==> src/rtl/multicycle_control_fsm.sv <==
// Main sequencer for the multi-cycle datapath: walks each instruction through
// FETCH/DECODE/EXEC/MEM/WB and decodes every mux select, write enable and memory request.
module multicycle_control_fsm #(
  parameter int                    OPCODE_W = 6,
  parameter logic [OPCODE_W-1:0]   OP_R     = 6'd0,
  parameter logic [OPCODE_W-1:0]   OP_ADDI  = 6'd1,
  parameter logic [OPCODE_W-1:0]   OP_LW    = 6'd2,
  parameter logic [OPCODE_W-1:0]   OP_SW    = 6'd3,
  parameter logic [OPCODE_W-1:0]   OP_BEQ   = 6'd4,
  parameter logic [OPCODE_W-1:0]   OP_J     = 6'd5,
  parameter logic [OPCODE_W-1:0]   OP_JAL   = 6'd6,
  parameter logic [OPCODE_W-1:0]   OP_HALT  = 6'd7
) (
  input  logic                clk,
  input  logic                reset,
  input  logic [OPCODE_W-1:0] opcode,
  input  logic                zero,
  input  logic                mem_ready,
  output logic                pc_write,
  output logic [1:0]          pc_src,
  output logic                iord,
  output logic                mem_read,
  output logic                mem_write,
  output logic                ir_write,
  output logic                alu_src_a,
  output logic [1:0]          alu_src_b,
  output logic [1:0]          alu_op,
  output logic                reg_write,
  output logic [1:0]          reg_dst,
  output logic [1:0]          wb_sel,
  output logic [2:0]          state_o,
  output logic                instr_done,
  output logic                illegal_op
);

  typedef enum logic [2:0] {
    S_FETCH  = 3'd0,
    S_DECODE = 3'd1,
    S_EXEC   = 3'd2,
    S_MEM    = 3'd3,
    S_WB     = 3'd4,
    S_HALT   = 3'd5
  } state_t;

  state_t state, state_next;
  logic   op_legal;

  always_comb begin
    op_legal = 1'b0;
    if (opcode == OP_R    || opcode == OP_ADDI || opcode == OP_LW  || opcode == OP_SW ||
        opcode == OP_BEQ  || opcode == OP_J    || opcode == OP_JAL || opcode == OP_HALT)
      op_legal = 1'b1;
  end

  always_ff @(posedge clk or posedge reset) begin
    if (reset) state <= S_FETCH;
    else       state <= state_next;
  end

  always_comb begin
    state_next = S_FETCH;
    pc_write   = 1'b0;
    pc_src     = 2'b00;
    iord       = 1'b0;
    mem_read   = 1'b0;
    mem_write  = 1'b0;
    ir_write   = 1'b0;
    alu_src_a  = 1'b0;
    alu_src_b  = 2'b00;
    alu_op     = 2'b00;
    reg_write  = 1'b0;
    reg_dst    = 2'b00;
    wb_sel     = 2'b00;
    instr_done = 1'b0;
    illegal_op = 1'b0;
    state_o    = state;

    // Outputs are forced quiet while reset is high so no write enable survives its rise.
    if (!reset) begin
      case (state)
        S_FETCH: begin
          mem_read   = 1'b1;
          alu_src_b  = 2'b01;
          ir_write   = mem_ready;
          pc_write   = mem_ready;
          state_next = mem_ready ? S_DECODE : S_FETCH;
        end
        S_DECODE: begin
          alu_src_b = 2'b11;
          if (opcode == OP_HALT) begin
            instr_done = 1'b1;
            state_next = S_HALT;
          end else if (!op_legal) begin
            illegal_op = 1'b1;
            state_next = S_FETCH;
          end else begin
            state_next = S_EXEC;
          end
        end
        S_EXEC: begin
          state_next = S_FETCH;
          if (opcode == OP_R) begin
            alu_src_a  = 1'b1;
            alu_op     = 2'b10;
            state_next = S_WB;
          end else if (opcode == OP_ADDI || opcode == OP_LW || opcode == OP_SW) begin
            alu_src_a  = 1'b1;
            alu_src_b  = 2'b10;
            state_next = (opcode == OP_ADDI) ? S_WB : S_MEM;
          end else if (opcode == OP_BEQ) begin
            alu_src_a  = 1'b1;
            alu_op     = 2'b01;
            pc_src     = 2'b01;
            pc_write   = zero;
            instr_done = 1'b1;
          end else if (opcode == OP_J || opcode == OP_JAL) begin
            pc_src     = 2'b10;
            pc_write   = 1'b1;
            instr_done = 1'b1;
            if (opcode == OP_JAL) begin
              reg_write = 1'b1;
              reg_dst   = 2'b10;
              wb_sel    = 2'b10;
            end
          end
        end
        S_MEM: begin
          iord      = 1'b1;
          mem_read  = (opcode == OP_LW);
          mem_write = (opcode == OP_SW);
          if (!mem_ready)            state_next = S_MEM;
          else if (opcode == OP_LW)  state_next = S_WB;
          else begin
            instr_done = 1'b1;
            state_next = S_FETCH;
          end
        end
        S_WB: begin
          reg_write  = 1'b1;
          instr_done = 1'b1;
          reg_dst    = (opcode == OP_R)  ? 2'b01 : 2'b00;
          wb_sel     = (opcode == OP_LW) ? 2'b01 : 2'b00;
          state_next = S_FETCH;
        end
        S_HALT:  state_next = S_HALT;
        default: state_next = S_FETCH;
      endcase
    end
  end

endmodule

==> config.mk <==
export PLATFORM = sky130hd
export DESIGN_NAME = multicycle_control_fsm
export DESIGN_NICKNAME = d
export VERILOG_FILES = /design/src/rtl/multicycle_control_fsm.sv
export SDC_FILE = /design/constraint.sdc
export NUM_CORES = 1
export LEC_CHECK = 0
export CAP_MARGIN = 5
export CORE_MARGIN = 2
export CORE_UTILIZATION = 35
export CTS_BUF_LIST = sky130_fd_sc_hd__clkbuf_8
export CTS_CLUSTER_DIAMETER = 150
export DETAILED_ROUTE_END_ITERATION = 8
export HOLD_SLACK_MARGIN = 0.12
export PLACE_DENSITY = 0.82
export SYNTH_ARGS = -nofsm -noshare
export SYNTH_HDL_FRONTEND = slang
export SYNTH_SLANG_ARGS = --single-unit
==> constraint.sdc <==
create_clock -name clk -period 1.5 [get_ports clk]
set_input_delay 0.225 -clock clk [delete_from_list [all_inputs] [get_ports clk]]
set_output_delay 0.225 -clock clk [all_outputs]
set_load 0.005 [all_outputs]
==> results.md, run 1 <==
* Status: stopped before the end
* Failed at: 5_1_grt
* First Err: [ERROR DPL-0038] Utilization greater than 100%, impossible to legalize
* Post-Synth Adder-Cell Area at 0
* I/O Pins at 32
* Vert. Die Dim at 40.12 um
* Root Buffer: clkbuf_8
* Worst EP Category: top-level output
* Dpl ws at -0.8562 ns
* Seq cells post-synth at 3
* CTS Buf Count at 3
* Mux share of post-synthesis cell area at 0
* Largest family of logic cells by synthesized area: simple AND/OR/NAND/NOR gates
* Port bufs at 31
* Chip width at 40.12 um
* Post-synthesis compound-gate area fraction at 0.1808
* Synth Net Count at 79
* Detailed Place HPWL at 1491 um
* Hold buffers post-CTS at 0
* Synthesized area per cell at around 6.6 um2
* Sequential fraction of the synthesis area at 0.1644
* Dpl cells at between 100 and 150
* CTS Buffer Depth at 2
* Synth Instances at 69
* Area of the mapped netlist at ~460 um2
* Largest net degree at the start of global routing at 7
* Initial Util at 0.3646
* GRT worst endpoint: pc_write
* XOR/XNOR Fraction of Synth Area at 0
* Htree depth at 1
* Clk sinks at 3
* Ys Warns at 0
* Cell variety after synth at 27
* Simple-Gate Fraction of Synth Area at 0.5973
* GPL Wtd Cong at 0.8777
* Cell row count at 13
## logic make-up after synthesis
| family | Yosys count |
|---|---|
| AO/OA/AOI/OAI | 14 |
| AND/OR/NAND/NOR | 47 |
| flip-flops | 3 |
| buffers and inverters | 5 |
## stage by stage
stage / utilization / setup TNS (ns) / instance area [um2]
floorplan: - / 0 / 456.7
global placement: 0.7712 / -12.86 / 965.9
detailed placement: 0.7712 / -13.70 / 965.9
CTS: 0.9501 / -2.667 / 1190
## synth_stat cells, drive strengths merged
cell type / n / area, um2
a31oi: 2 / 12.51
a21oi: 5 / 25.02
nor2: 15 / 56.30
nand3: 4 / 20.02
o2111ai: 1 / 8.760
dfrtp: 3 / 75.07
and3b: 1 / 8.760
nand4: 1 / 6.260
nand2: 8 / 30.03
o22ai: 1 / 6.260
and2b: 2 / 15.01
nand2b: 3 / 18.77
clkbuf: 2 / 7.510
inv: 1 / 3.750
nor4b: 1 / 23.77
or2: 2 / 12.52
a211oi: 1 / 7.510
o21ai: 3 / 15.01
nor4: 1 / 21.27
and3: 1 / 6.260
nor2b: 2 / 12.51
nor3: 2 / 10.01
buf: 2 / 15.01
a22oi: 1 / 7.510
nand3b: 3 / 22.52
nand4b: 1 / 8.760
## what timing repair did
action / 4_1_cts
cloned: 0
setup buffers: 18
endpoints found under the setup margin: 22
pin swaps: 18
resized for setup: 133
==> run 2, diff against run 1 <==
==> config.mk (replaced) <==
export PLATFORM = sky130hd
export DESIGN_NAME = multicycle_control_fsm
export DESIGN_NICKNAME = d
export VERILOG_FILES = /design/src/rtl/multicycle_control_fsm.sv
export SDC_FILE = /design/constraint.sdc
export NUM_CORES = 1
export LEC_CHECK = 0
export CAP_MARGIN = 5
export CORE_AREA = 2 2 63 65
export DETAILED_ROUTE_END_ITERATION = 8
export DIE_AREA = 0 0 65 67
export PLACE_DENSITY_LB_ADDON = 0.15
export SYNTH_ARGS = -nofsm -noshare
export SYNTH_HDL_FRONTEND = slang
export SYNTH_SLANG_ARGS = --single-unit
==> results.md, run 2 <==
* GPL Wtd Cong at 0.7568
* Layout cells sized above 1 at 0.6923
* Fin. Hold Viols at 0
* Synthesized area per cell at ~6.6 um2
* Vias in the first global route at 792
* Most common cell after layout, fill and taps aside: buf_4
* CP Class: reg -> out
* Critical path, cell by cell: and2b_1, and2b_2, o2111ai_2, a211oi_2, buf_2
* Post-synth EDFFs at 0
* Synth area leaders: dfrtp_1 (16%), nor2_1 (12%), nand2_1 (6.6%)
* Most frequent cells in the layout: buf_4 (28), buf_2 (21), buf_6 (16)
* Initial Util at 0.1266
* Drt initial violations at 6
* WP buf/inv at 1
* CP max-delay cell: dfrtp_1
* CTS Buf Count at 3
* Commonest cells in the netlist: nor2_1 (15), nand2_1 (8), a21oi_1 (5), nand3_1 (4)
* Htree depth at 1
* Fin Clk Skew at between 0.002 and 0.0025 ns
* TritonCTS clock tree: done
* Vias/cell at 4.141
* RSZ-0062 raised after global routing: yes
* WP data required at 1.27 ns
* Detailed Place HPWL at 1670 um
* Data arrival, critical path at 1.48 ns
* Die ar. at 0.004355 mm2
* Seq cells post-synth at 3
* Area Growth Syn to Fin at 178.4%
* DRC viols at 0
* Root Buffer: clkbuf_8
* CTS Buffer Depth at 2
* Largest area contributor in the netlist: dfrtp_1
* DRT Wirelength at 2259 um
* Final core utilization at 0.3525
* Initial antenna violation count at 0
* Pleak at approximately 0.00063 uW
* Port bufs at 31
* Setup WS post-layout at -0.2032 ns
* Crit. End Element: output port
* R2R cell count at 5
* Vert. Die Dim at 67 um
* Pwr Density at 395.6 mW/mm2
* Ant diodes at 0
* Crit path largest cell delay at roughly 0.37 ns
* Later-pin clock latency in the skew report at roughly 0.22 ns
* Clk sinks at 3
* Reg2reg end: state_o[0]$_DFF_PP0_
* Chip width at 65 um
* Pre-antenna DRT Iters at 4
* Max reg flops at 3
* Most frequent cell after synthesis: nor2_1
* Routed Antenna Nets at 0
* Worst-path clk slew at 0.03 ns
* Async S/R FF share, synth at 1.000
* DR vias at 791
* Final Net Count at 154
* Crit Path Max Fanout at 4
* Worst vdd ir at 0.0004136 V
* Area of the mapped netlist at roughly 460 um2
* R2R setup slack at 0.31 ns
* I/O Pins at 32
* Failing checks: negative setup slack
* Hold Crit Class: in -> async
* Ys Warns at 0
* Final worst-path cycle share at 1.135
* Reg2reg start: state_o[1]$_DFF_PP0_
* Max_cap viols at 0
* Largest net degree at the start of global routing at 7
* Dpl ws at -0.9078 ns
* Post-synth top area share at 0.1644
* Wire length per cell at 11.83 um
* First-pass GRT wire length at 3477 um
* Main synth FF type: dfrtp_1
* GRT Util Overall at 0.1047
* Startpoint Class: flop
* Fin crit period at between 1.5 and 2 ns
* Setup Viol. Count Final at 18
* Headroom to the max-slew limit at 0.7993
* Sequential fraction of the synthesis area at 0.1644
* Slew Viols, Final at 0
* Largest delay share family, worst path: simple AND/OR/NAND/NOR gates
* Cell row count at 22
* Status: finished, violations left
* Cell variety after synth at 27
* Synth Net Count at 79
* Max Clk Rate at ~600 MHz
* Core Footprint at 0.003606 mm2
* Synth Instances at 69
* Least-Margin Pin Slew at 0.2987 ns
* Remaining Overflow, GRT at 0
run 2: cell counts after synthesis:
No cell type changed its count.
run 2: cell type report:
type / instances / area (um2)
Fill cell: 409 / 2335
Inverter: 1 / 6.256
Sequential cell: 3 / 75.07
Multi-Input combinational cell: 61 / 496.7
Tap cell: 48 / 60.06
Clock buffer: 4 / 45.04
Timing Repair Buffer: 74 / 588.1
run 2: kinds of logic after synthesis:
| group | Yosys count | share of synthesized area |
|---|---|---|
| AO/OA/AOI/OAI | 14 | 0.1808 |
| AND/OR/NAND/NOR | 47 | 0.5973 |
| buffers and inverters | 5 | 0.05752 |
| flip-flops | 3 | 0.1644 |
run 2: power breakdown:
part	internal (uW)	switching (uW)	total, uW
sequential	83.4	2.11	85.5
clock	181	54.0	235
combinational	99.0	83.1	182
total	364	139	503
run 2: worst max path at each step:
stage                                    start          to  slack (ns)  depth (start not counted)
after floorplan           state_o[2]$_DFF_PP0_   wb_sel[1]      0.0001                          5
after global placement               opcode[3]  instr_done       -0.84                          6
after detailed placement             opcode[3]  instr_done       -0.91                          6
after CTS                 state_o[2]$_DFF_PP0_    pc_write       -0.21                          5
after global routing      state_o[2]$_DFF_PP0_    pc_write       -0.29                          5
final                     state_o[2]$_DFF_PP0_    pc_write       -0.20                          5
run 2: metrics by stage:
step	hold slack, ns	power (uW)	TNS (ns)	instances	cell area, um2
6_report	0.4858	502.9	-2.341	191	1271
5_1_grt	0.5243	528.6	-3.573	191	1271
4_1_cts	0.5360	494.4	-2.827	188	1166
3_5_place_dp	0.7300	239.2	-14.09	170	999.7
3_3_place_gp	0.7397	240.6	-13.53	170	999.7
2_1_floorplan	0.002873	129.9	0	69	456.7
run 2: what timing repair did:
action | 4_1_cts | 5_1_grt
endpoints found under the setup margin | 23 | 21
hold buffers | 0 | 0
pin swaps | 16 | 13
resized for setup | 118 | 34
setup buffers | 14 | 6
run 2: layer usage:
| metal | track usage | wire [um] | up-vias | share of wire |
|---|---|---|---|---|
| met5 | 0 | 0 | - | 0 |
| met3 | 0.02027 | 139 | 0 | 0.062 |
| met2 | 0.1804 | 1112 | 25 | 0.49 |
| met1 | 0.1270 | 1007 | 372 | 0.45 |
| met4 | 0.04255 | 0 | 0 | 0 |
| li1 | - | - | 394 | - |
run 2: worst register-to-register path: stages, from the launching register on:
cell and delay, ns:
dfrtp_1 0.38, buf_4 0.14, buf_4 0.15, nor2b_1 0.14, o21ai_1 0.11, a31oi_1 0.18
(Power assumes the default switching activity.)
==> run 3, diff against run 2 <==
--- a/config.mk
+++ b/config.mk
@@ -10,6 +10,7 @@
 export DETAILED_ROUTE_END_ITERATION = 8
 export DIE_AREA = 0 0 65 67
 export PLACE_DENSITY_LB_ADDON = 0.15
+export SLEW_MARGIN = 10
 export SYNTH_ARGS = -nofsm -noshare
 export SYNTH_HDL_FRONTEND = slang
 export SYNTH_SLANG_ARGS = --single-unit
==> results of run 3 <==
The final DEF is identical to that of run 2; final timing and power are the same.
==> run 4, diff against run 3 <==
--- a/config.mk
+++ b/config.mk
@@ -7,6 +7,7 @@
 export LEC_CHECK = 0
 export CAP_MARGIN = 5
 export CORE_AREA = 2 2 63 65
+export CTS_CLUSTER_SIZE = 16
 export DETAILED_ROUTE_END_ITERATION = 8
 export DIE_AREA = 0 0 65 67
 export PLACE_DENSITY_LB_ADDON = 0.15
==> results of run 4 <==
The final DEF is identical to that of run 2; final timing and power are the same.
